File: src/rtl/ppu_frame_writer_if.sv
// Pixel stream from the PPU and frame buffer write port of ppu_frame_writer.
// The master side is the PPU/BRAM environment; the writer is the slave.
interface ppu_frame_writer_if #(
    parameter int unsigned ADDR_W = 16
);
    logic [1:0]        pixel_in;
    logic              pixel_valid_in;
    logic              hblank_in;
    logic              vblank_in;
    logic [ADDR_W-1:0] fb_addr_out;
    logic [1:0]        fb_data_out;
    logic              fb_we_out;

    modport master (
        output pixel_in, pixel_valid_in, hblank_in, vblank_in,
        input  fb_addr_out, fb_data_out, fb_we_out
    );

    modport slave (
        input  pixel_in, pixel_valid_in, hblank_in, vblank_in,
        output fb_addr_out, fb_data_out, fb_we_out
    );
endinterface

File: src/rtl/ppu_frame_writer.sv
// Writes the PPU shade stream into a raster-addressed frame buffer and flags raster errors.
// Define FRAME_WRITER_DOUBLE_BUF_EN for two ping-pong banks; otherwise a single bank is used.
module ppu_frame_writer #(
    parameter int unsigned WIDTH  = 160,
    parameter int unsigned HEIGHT = 144,
    parameter int unsigned ADDR_W = 16
) (
    input  logic                 clk_in,
    input  logic                 rst_in,
    ppu_frame_writer_if.slave    bus,
    output logic                 disp_bank_out,
    output logic                 frame_done_out,
    output logic                 err_out,
    output logic [7:0]           x_out,
    output logic [7:0]           y_out
);
    localparam int unsigned      FRAME_PIX  = WIDTH * HEIGHT;
    localparam logic [7:0]       X_LAST     = 8'(WIDTH - 1);
    localparam logic [7:0]       Y_END      = 8'(HEIGHT);
    localparam logic [ADDR_W-1:0] LINE_STEP = ADDR_W'(WIDTH);
`ifdef FRAME_WRITER_DOUBLE_BUF_EN
    localparam logic [ADDR_W-1:0] BANK1_BASE = ADDR_W'(FRAME_PIX);
    localparam logic             DISP_RST   = 1'b1;
`else
    localparam logic [ADDR_W-1:0] BANK1_BASE = '0;
    localparam logic             DISP_RST   = 1'b0;
`endif

    typedef enum logic [1:0] {SYNC, ACTIVE, LINE_WAIT, FRAME_WAIT} state_t;

    state_t            state_q, state_d;
    logic              hblank_q, vblank_q;
    logic [7:0]        x_q, x_d, y_q, y_d;
    logic [ADDR_W-1:0] addr_q, addr_d, line_base_q, line_base_d;
    logic              bank_q, bank_d, disp_bank_q, disp_bank_d;
    logic [ADDR_W-1:0] fb_addr_q, fb_addr_d;
    logic [1:0]        fb_data_q, fb_data_d;
    logic              fb_we_q, fb_we_d;
    logic              frame_done_q, frame_done_d;
    logic              err_q, err_d;
    logic              hb_rise, vb_rise, vb_fall;

    assign hb_rise = bus.hblank_in & ~hblank_q;
    assign vb_rise = bus.vblank_in & ~vblank_q;
    assign vb_fall = ~bus.vblank_in & vblank_q;

    function automatic logic [ADDR_W-1:0] bank_base(input logic b);
        return b ? BANK1_BASE : '0;
    endfunction

    // State and output registers
    always_ff @(posedge clk_in) begin
        if (!rst_in) begin
            state_q      <= SYNC;
            hblank_q     <= 1'b0;
            vblank_q     <= 1'b0;
            x_q          <= '0;
            y_q          <= '0;
            addr_q       <= '0;
            line_base_q  <= '0;
            bank_q       <= 1'b0;
            disp_bank_q  <= DISP_RST;
            fb_addr_q    <= '0;
            fb_data_q    <= '0;
            fb_we_q      <= 1'b0;
            frame_done_q <= 1'b0;
            err_q        <= 1'b0;
        end else begin
            state_q      <= state_d;
            hblank_q     <= bus.hblank_in;
            vblank_q     <= bus.vblank_in;
            x_q          <= x_d;
            y_q          <= y_d;
            addr_q       <= addr_d;
            line_base_q  <= line_base_d;
            bank_q       <= bank_d;
            disp_bank_q  <= disp_bank_d;
            fb_addr_q    <= fb_addr_d;
            fb_data_q    <= fb_data_d;
            fb_we_q      <= fb_we_d;
            frame_done_q <= frame_done_d;
            err_q        <= err_d;
        end
    end

    // Next state: pixel first, then hblank edge on the updated position, then vblank edge
    always_comb begin
        state_d      = state_q;
        x_d          = x_q;
        y_d          = y_q;
        addr_d       = addr_q;
        line_base_d  = line_base_q;
        bank_d       = bank_q;
        disp_bank_d  = disp_bank_q;
        fb_addr_d    = fb_addr_q;
        fb_data_d    = fb_data_q;
        fb_we_d      = 1'b0;
        frame_done_d = 1'b0;
        err_d        = err_q;

        case (state_q)
            SYNC: begin
                if (vb_fall) state_d = ACTIVE;
            end
            ACTIVE: begin
                if (bus.pixel_valid_in) begin
                    fb_we_d   = 1'b1;
                    fb_addr_d = addr_q;
                    fb_data_d = bus.pixel_in;
                    addr_d    = addr_q + ADDR_W'(1);
                    if (x_q == X_LAST) begin
                        x_d         = '0;
                        line_base_d = addr_q + ADDR_W'(1);
                        state_d     = LINE_WAIT;
                    end else begin
                        x_d = x_q + 8'd1;
                    end
                end
            end
            LINE_WAIT: begin
                if (bus.pixel_valid_in) err_d = 1'b1;
            end
            default: ;
        endcase

        if (hb_rise) begin
            if (state_d == LINE_WAIT) begin
                y_d     = y_q + 8'd1;
                state_d = ((y_q + 8'd1) == Y_END) ? FRAME_WAIT : ACTIVE;
            end else if (state_d == ACTIVE && x_d != 8'd0) begin
                // Short line: abandon the rest of it and jump to the next line start
                err_d       = 1'b1;
                x_d         = '0;
                line_base_d = line_base_q + LINE_STEP;
                addr_d      = line_base_q + LINE_STEP;
                y_d         = y_q + 8'd1;
                state_d     = ((y_q + 8'd1) == Y_END) ? FRAME_WAIT : ACTIVE;
            end
        end

        if (vb_rise) begin
            if (state_d == FRAME_WAIT) begin
`ifdef FRAME_WRITER_DOUBLE_BUF_EN
                bank_d      = ~bank_q;
                disp_bank_d = bank_q;
`endif
                frame_done_d = 1'b1;
                x_d          = '0;
                y_d          = '0;
                addr_d       = bank_base(bank_d);
                line_base_d  = bank_base(bank_d);
                state_d      = SYNC;
            end else if (state_d == ACTIVE || state_d == LINE_WAIT) begin
                err_d       = 1'b1;
                x_d         = '0;
                y_d         = '0;
                addr_d      = bank_base(bank_q);
                line_base_d = bank_base(bank_q);
                state_d     = SYNC;
            end
        end
    end

    assign bus.fb_addr_out = fb_addr_q;
    assign bus.fb_data_out = fb_data_q;
    assign bus.fb_we_out   = fb_we_q;
    assign disp_bank_out   = disp_bank_q;
    assign frame_done_out  = frame_done_q;
    assign err_out         = err_q;
    assign x_out           = x_q;
    assign y_out           = y_q;
endmodule
File: src/flat_wrapper.sv
// flat-port wrapper written by rule: the top's interface ports become plain ports
module ppu_frame_writer_flat 
#(
    parameter int unsigned WIDTH  = 160,
    parameter int unsigned HEIGHT = 144,
    parameter int unsigned ADDR_W = 16
)
  (clk_in, rst_in, disp_bank_out, frame_done_out, err_out, x_out, y_out, bus_pixel_in, bus_pixel_valid_in, bus_hblank_in, bus_vblank_in, bus_fb_addr_out, bus_fb_data_out, bus_fb_we_out);
  ppu_frame_writer_if #(.ADDR_W(ADDR_W)) bus_i ();
  input  logic clk_in;
  input  logic rst_in;
  output logic disp_bank_out;
  output logic frame_done_out;
  output logic err_out;
  output logic [7:0] x_out;
  output logic [7:0] y_out;
  input wire logic [$bits(bus_i.pixel_in)-1:0] bus_pixel_in;
  input wire logic [$bits(bus_i.pixel_valid_in)-1:0] bus_pixel_valid_in;
  input wire logic [$bits(bus_i.hblank_in)-1:0] bus_hblank_in;
  input wire logic [$bits(bus_i.vblank_in)-1:0] bus_vblank_in;
  output wire logic [$bits(bus_i.fb_addr_out)-1:0] bus_fb_addr_out;
  output wire logic [$bits(bus_i.fb_data_out)-1:0] bus_fb_data_out;
  output wire logic [$bits(bus_i.fb_we_out)-1:0] bus_fb_we_out;
  assign bus_i.pixel_in = bus_pixel_in;
  assign bus_i.pixel_valid_in = bus_pixel_valid_in;
  assign bus_i.hblank_in = bus_hblank_in;
  assign bus_i.vblank_in = bus_vblank_in;
  assign bus_fb_addr_out = bus_i.fb_addr_out;
  assign bus_fb_data_out = bus_i.fb_data_out;
  assign bus_fb_we_out = bus_i.fb_we_out;
  ppu_frame_writer #(.WIDTH(WIDTH), .HEIGHT(HEIGHT), .ADDR_W(ADDR_W)) u_core (.clk_in(clk_in), .rst_in(rst_in), .bus(bus_i), .disp_bank_out(disp_bank_out), .frame_done_out(frame_done_out), .err_out(err_out), .x_out(x_out), .y_out(y_out));
endmodule
File: config.mk
export PLATFORM = sky130hd
export DESIGN_NAME = ppu_frame_writer_flat
export DESIGN_NICKNAME = d
export VERILOG_FILES = /design/src/rtl/ppu_frame_writer_if.sv /design/src/rtl/ppu_frame_writer.sv /design/src/flat_wrapper.sv
export SDC_FILE = /design/constraint.sdc
export NUM_CORES = 1
export LEC_CHECK = 0
export ABC_AREA = 0
export ABC_CLOCK_PERIOD_IN_PS = 6400
export CELL_PAD_IN_SITES_DETAIL_PLACEMENT = 1
export CELL_PAD_IN_SITES_GLOBAL_PLACEMENT = 2
export CORE_MARGIN = 2
export CORE_UTILIZATION = 36
export DETAILED_ROUTE_END_ITERATION = 10
export PLACE_DENSITY_LB_ADDON = 0.3
export SLEW_MARGIN = 15
export SYNTH_ARGS = -nofsm -noshare
export SYNTH_HDL_FRONTEND = slang
export SYNTH_SLANG_ARGS = --single-unit
export TNS_END_PERCENT = 20
File: constraint.sdc
create_clock -name clk_in -period 6.4 [get_ports clk_in]
set_input_delay 0.96 -clock clk_in [delete_from_list [all_inputs] [get_ports clk_in]]
set_output_delay 0.96 -clock clk_in [all_outputs]
set_load 0.01 [all_outputs]
==> results.toml <==
[logic_synthesis]
synthMuxAreaShare_pct = 1.586
syn-cell-area_mm2 = 0.003865
synth_edf_count = 0
async_reset_ff_share_pct = 0
synth_seq_cells = 73
yosys_warnings = 0
synth-seq-area-share_pct = 37.81
synth-simple-area-share_pct = 26.29
ys.flop_type = "dfxtp_1"
avgSynthCellArea_um2 = 7.985
synth.distinct_cells = 53
syn_inst = 484
synth_top_family_by_area = "simple AND/OR/NAND/NOR gates"
synth_compound_area_share_pct = 17.97
synthXorXnorAreaFrac_pct = 10.20
syn_nets = 496
synth_adder_area_share_pct = 1.619

[clock_network]
hold_buffers = 0
clock_latency_ns = 0.35
postCtsSetupRepairBufs = 0
cts.reportedPaths.clkPinSlew_ns = 0.08
clock-sinks = 73
cts_buffer_depth = 2
htree_levels = 3
cts-root-buf = "clkbuf_8"
numCtsBuffers = 9
ctsResizeCount = 0
cts_tree = "done"

[sta]
hold_viol = 0
finalSetupViolations = 0
clock.fmax_mhz = 230.1
timing.hold.ws_ns = 0.4626
min_period_ns = 4.347
drv_slew = 0
fin_crit_sh_pct = 67.92
final.setup.tns_ns = 0
tightest_slew_ns = 1.081
rsz0062_at_grt = "false"
relSlewSlack_pct = 27.69
clock_skew_ns = 0.008170

[placement]
post-dp-hpwl_mm = 7.173
place_area_mm2 = 0.004348
place_congestion = 0.8333
numPortBuffers = 43

[detailed_routing]
wl_mm = 10.26
met1_length_mm = 4.943
wl_met3_um = 259
post_drt_wl_per_cell_um = 15.83
vias = 3417
drtIter0Drc = 90
highest_layer = "met4"
vias_per_cell = 5.273
route.met2.wl_mm = 4.923
drc = 0
drtAntennaViolNets = 0
dr.pass1.iters = 4

[layout]
area_delta_synth_final_pct = 18.42
finalInstanceArea_mm2 = 0.004577
drive_above_1_share_pct = 6.836
multi_input_area_mm2 = 0.002241
antenna_cells = 0
nNetsFinal = 519
regArea_mm2 = 0.001461
fillCellCount = 1274

[grt]
antenna_found_initial = 0
grt_max_degree = 39
grt_overflow = 0
grt_util_all_layers_pct = 18.57
grt_pass1_wl_mm = 17.08
grt_pass1_vias = 3461

[power_and_ir_drop]
finalPower_uw = 915.9
comb_power_share_pct = 3.9
p_leak_uw = 0.001560
sequentialPowerShare_pct = 50.0
p_clk_share_pct = 46.1
swShare_pct = 22.63
vdd_ir_drop_max_uv = 103.4
p_int_uw = 708.6
p_sw_uw = 207.3
p_per_area_mw_per_mm2 = 200.1

[critical_path]
cp_max_fo = 37
worstPathArrival_ns = 4.63
regToRegStartpoint = "u_core.x_out[0]"
r2r_cells = 12
critPathRequiredTime_ns = 6.68
path_class = "in -> reg"
endpoint_kind = "flip-flop"
cp-start-kind = "input pin"
worstSetupStartpoint = "bus_pixel_valid_in"

[floorplanning]
io_pins = 45
die_area_mm2 = 0.01158
die_w_um = 107.6
die_h_um = 107.6
core_mm2 = 0.01037
initial_core_util_pct = 37.27
num_rows = 37

[worst_hold_path]
holdCritPathClass = "reg -> reg"
min-delay-start = "u_core.bus.fb_addr_out[6]"
holdPathStages = 2

[flow_run]
drv_cap = 0

[outcome]
status = "finished clean"
cell usage in the layout, fill, tap and decap left out, types with 4 or more instances in the layout:
cell,n
nor3_1,8
nand4_1,4
nor2_1,57
clkbuf_8,11
dfxtp_1,73
nand2b_1,5
xnor2_1,29
xor2_1,16
a31oi_1,4
mux2i_1,5
nand3_1,15
and2_1,5
ha_1,5
buf_4,5
a21boi_0,19
a21oi_1,28
and3_1,10
clkdlybuf4s50_1,43
o21ai_0,7
a211oi_1,19
nand2_1,90
nand3b_1,5
stage by stage:
stage | instances | util (%) | worst slack [ns]
3_5_place_dp | 632 | 41.93 | 1.653
2_1_floorplan | 484 | - | 2.983
5_1_grt | 648 | 44.14 | 1.722
4_1_cts | 648 | 44.14 | 2.000
3_3_place_gp | 632 | 41.93 | 1.789
6_report | 648 | 44.14 | 2.053
worst max-delay path: stages:
cell and delay, ns:
clkdlybuf4s50_1 0.57, nand3b_4 0.41, or3_1 0.69, nand2_1 0.21
a31o_4 0.37, a22oi_1 0.16, ha_1 0.31, nor2_1 0.18
o21a_1 0.35, nand2_1 0.25, nor2_1 0.15
state kept, by name, indices dropped and copies added (netlist names), 2 cells and up:
signal and cells:
u_core.addr_q 16, u_core.bus.fb_addr_out 16, u_core.bus.fb_data_out 2, u_core.line_base_q 16
u_core.state_q 2, u_core.x_out 8, u_core.y_out 8
per-layer routing:
| layer | vias to the layer above | GRT usage, % |
|---|---|---|
| met5 | - | 0 |
| met4 | 0 | 5.128 |
| met3 | 13 | 3.814 |
| met2 | 50 | 31.76 |
| met1 | 1650 | 23.63 |
| li1 | 1704 | - |
power groups by stage:
stage	registers (µW)	logic (µW)	clock network, µW
2_1_floorplan	468	22.9	0
3_3_place_gp	469	35.0	0
3_5_place_dp	469	35.9	0
4_1_cts	458	36.0	429
5_1_grt	459	39.1	451
6_report	458	35.5	422
Yosys cell counts, types with 2 or more instances:
master	instances	area [µm²]
a211oi_1	19	142.6
a21boi_0	19	142.6
a21oi_1	28	140.1
a22oi_1	2	15.01
a311oi_1	2	17.52
a31o_2	3	26.28
a31oi_1	4	25.02
and2_1	5	31.28
and3_1	10	62.56
and3b_1	2	17.52
buf_1	2	7.510
buf_2	8	40.04
buf_4	3	22.52
clkbuf_1	22	82.58
dfxtp_1	73	1461
ha_1	5	62.56
inv_1	2	7.510
mux2i_1	5	50.05
nand2_1	90	337.8
nand2b_1	5	31.28
nand3_1	15	75.07
nand3b_1	5	37.54
nand4_1	4	25.02
nor2_1	57	214.0
nor2b_1	2	12.51
nor3_1	9	45.04
nor4_2	2	25.02
o211ai_1	3	22.52
o21ai_0	8	40.04
o31a_1	2	17.52
or3_1	3	18.77
xnor2_1	29	254.0
xor2_1	16	140.1
final cells by class:
class	count	share of cell area, %
Clock buffer	11	3.308
Inverter	2	0.1640
Tap cell	136	3.718
Timing Repair Buffer	48	10.22
Multi-Input combinational cell	373	48.96
Clock inverter	5	1.695
Sequential cell	73	31.93
kinds of logic (layout without fill, tap and decap cells):
| kind of cell | after synthesis | after routing |
|---|---|---|
| adders and majority gates | 5 | 5 |
| muxes | 6 | 6 |
| other | 1 | 1 |
| DFF | 73 | 73 |
| and+or+nand+nor | 216 | 216 |
| buffers and inverters | 38 | 66 |
| xor gates and xnor gates | 45 | 45 |
| AOI/OAI and AO/OA | 100 | 100 |
worst paths after layout:
check	end	slack, ns
max	u_core.x_out[7]	2.05
min	u_core.bus.fb_addr_out[6]	0.46
max reg2reg	u_core.x_out[7]	2.66
min reg2reg	u_core.bus.fb_addr_out[6]	0.46
(Power assumes the default switching activity.)
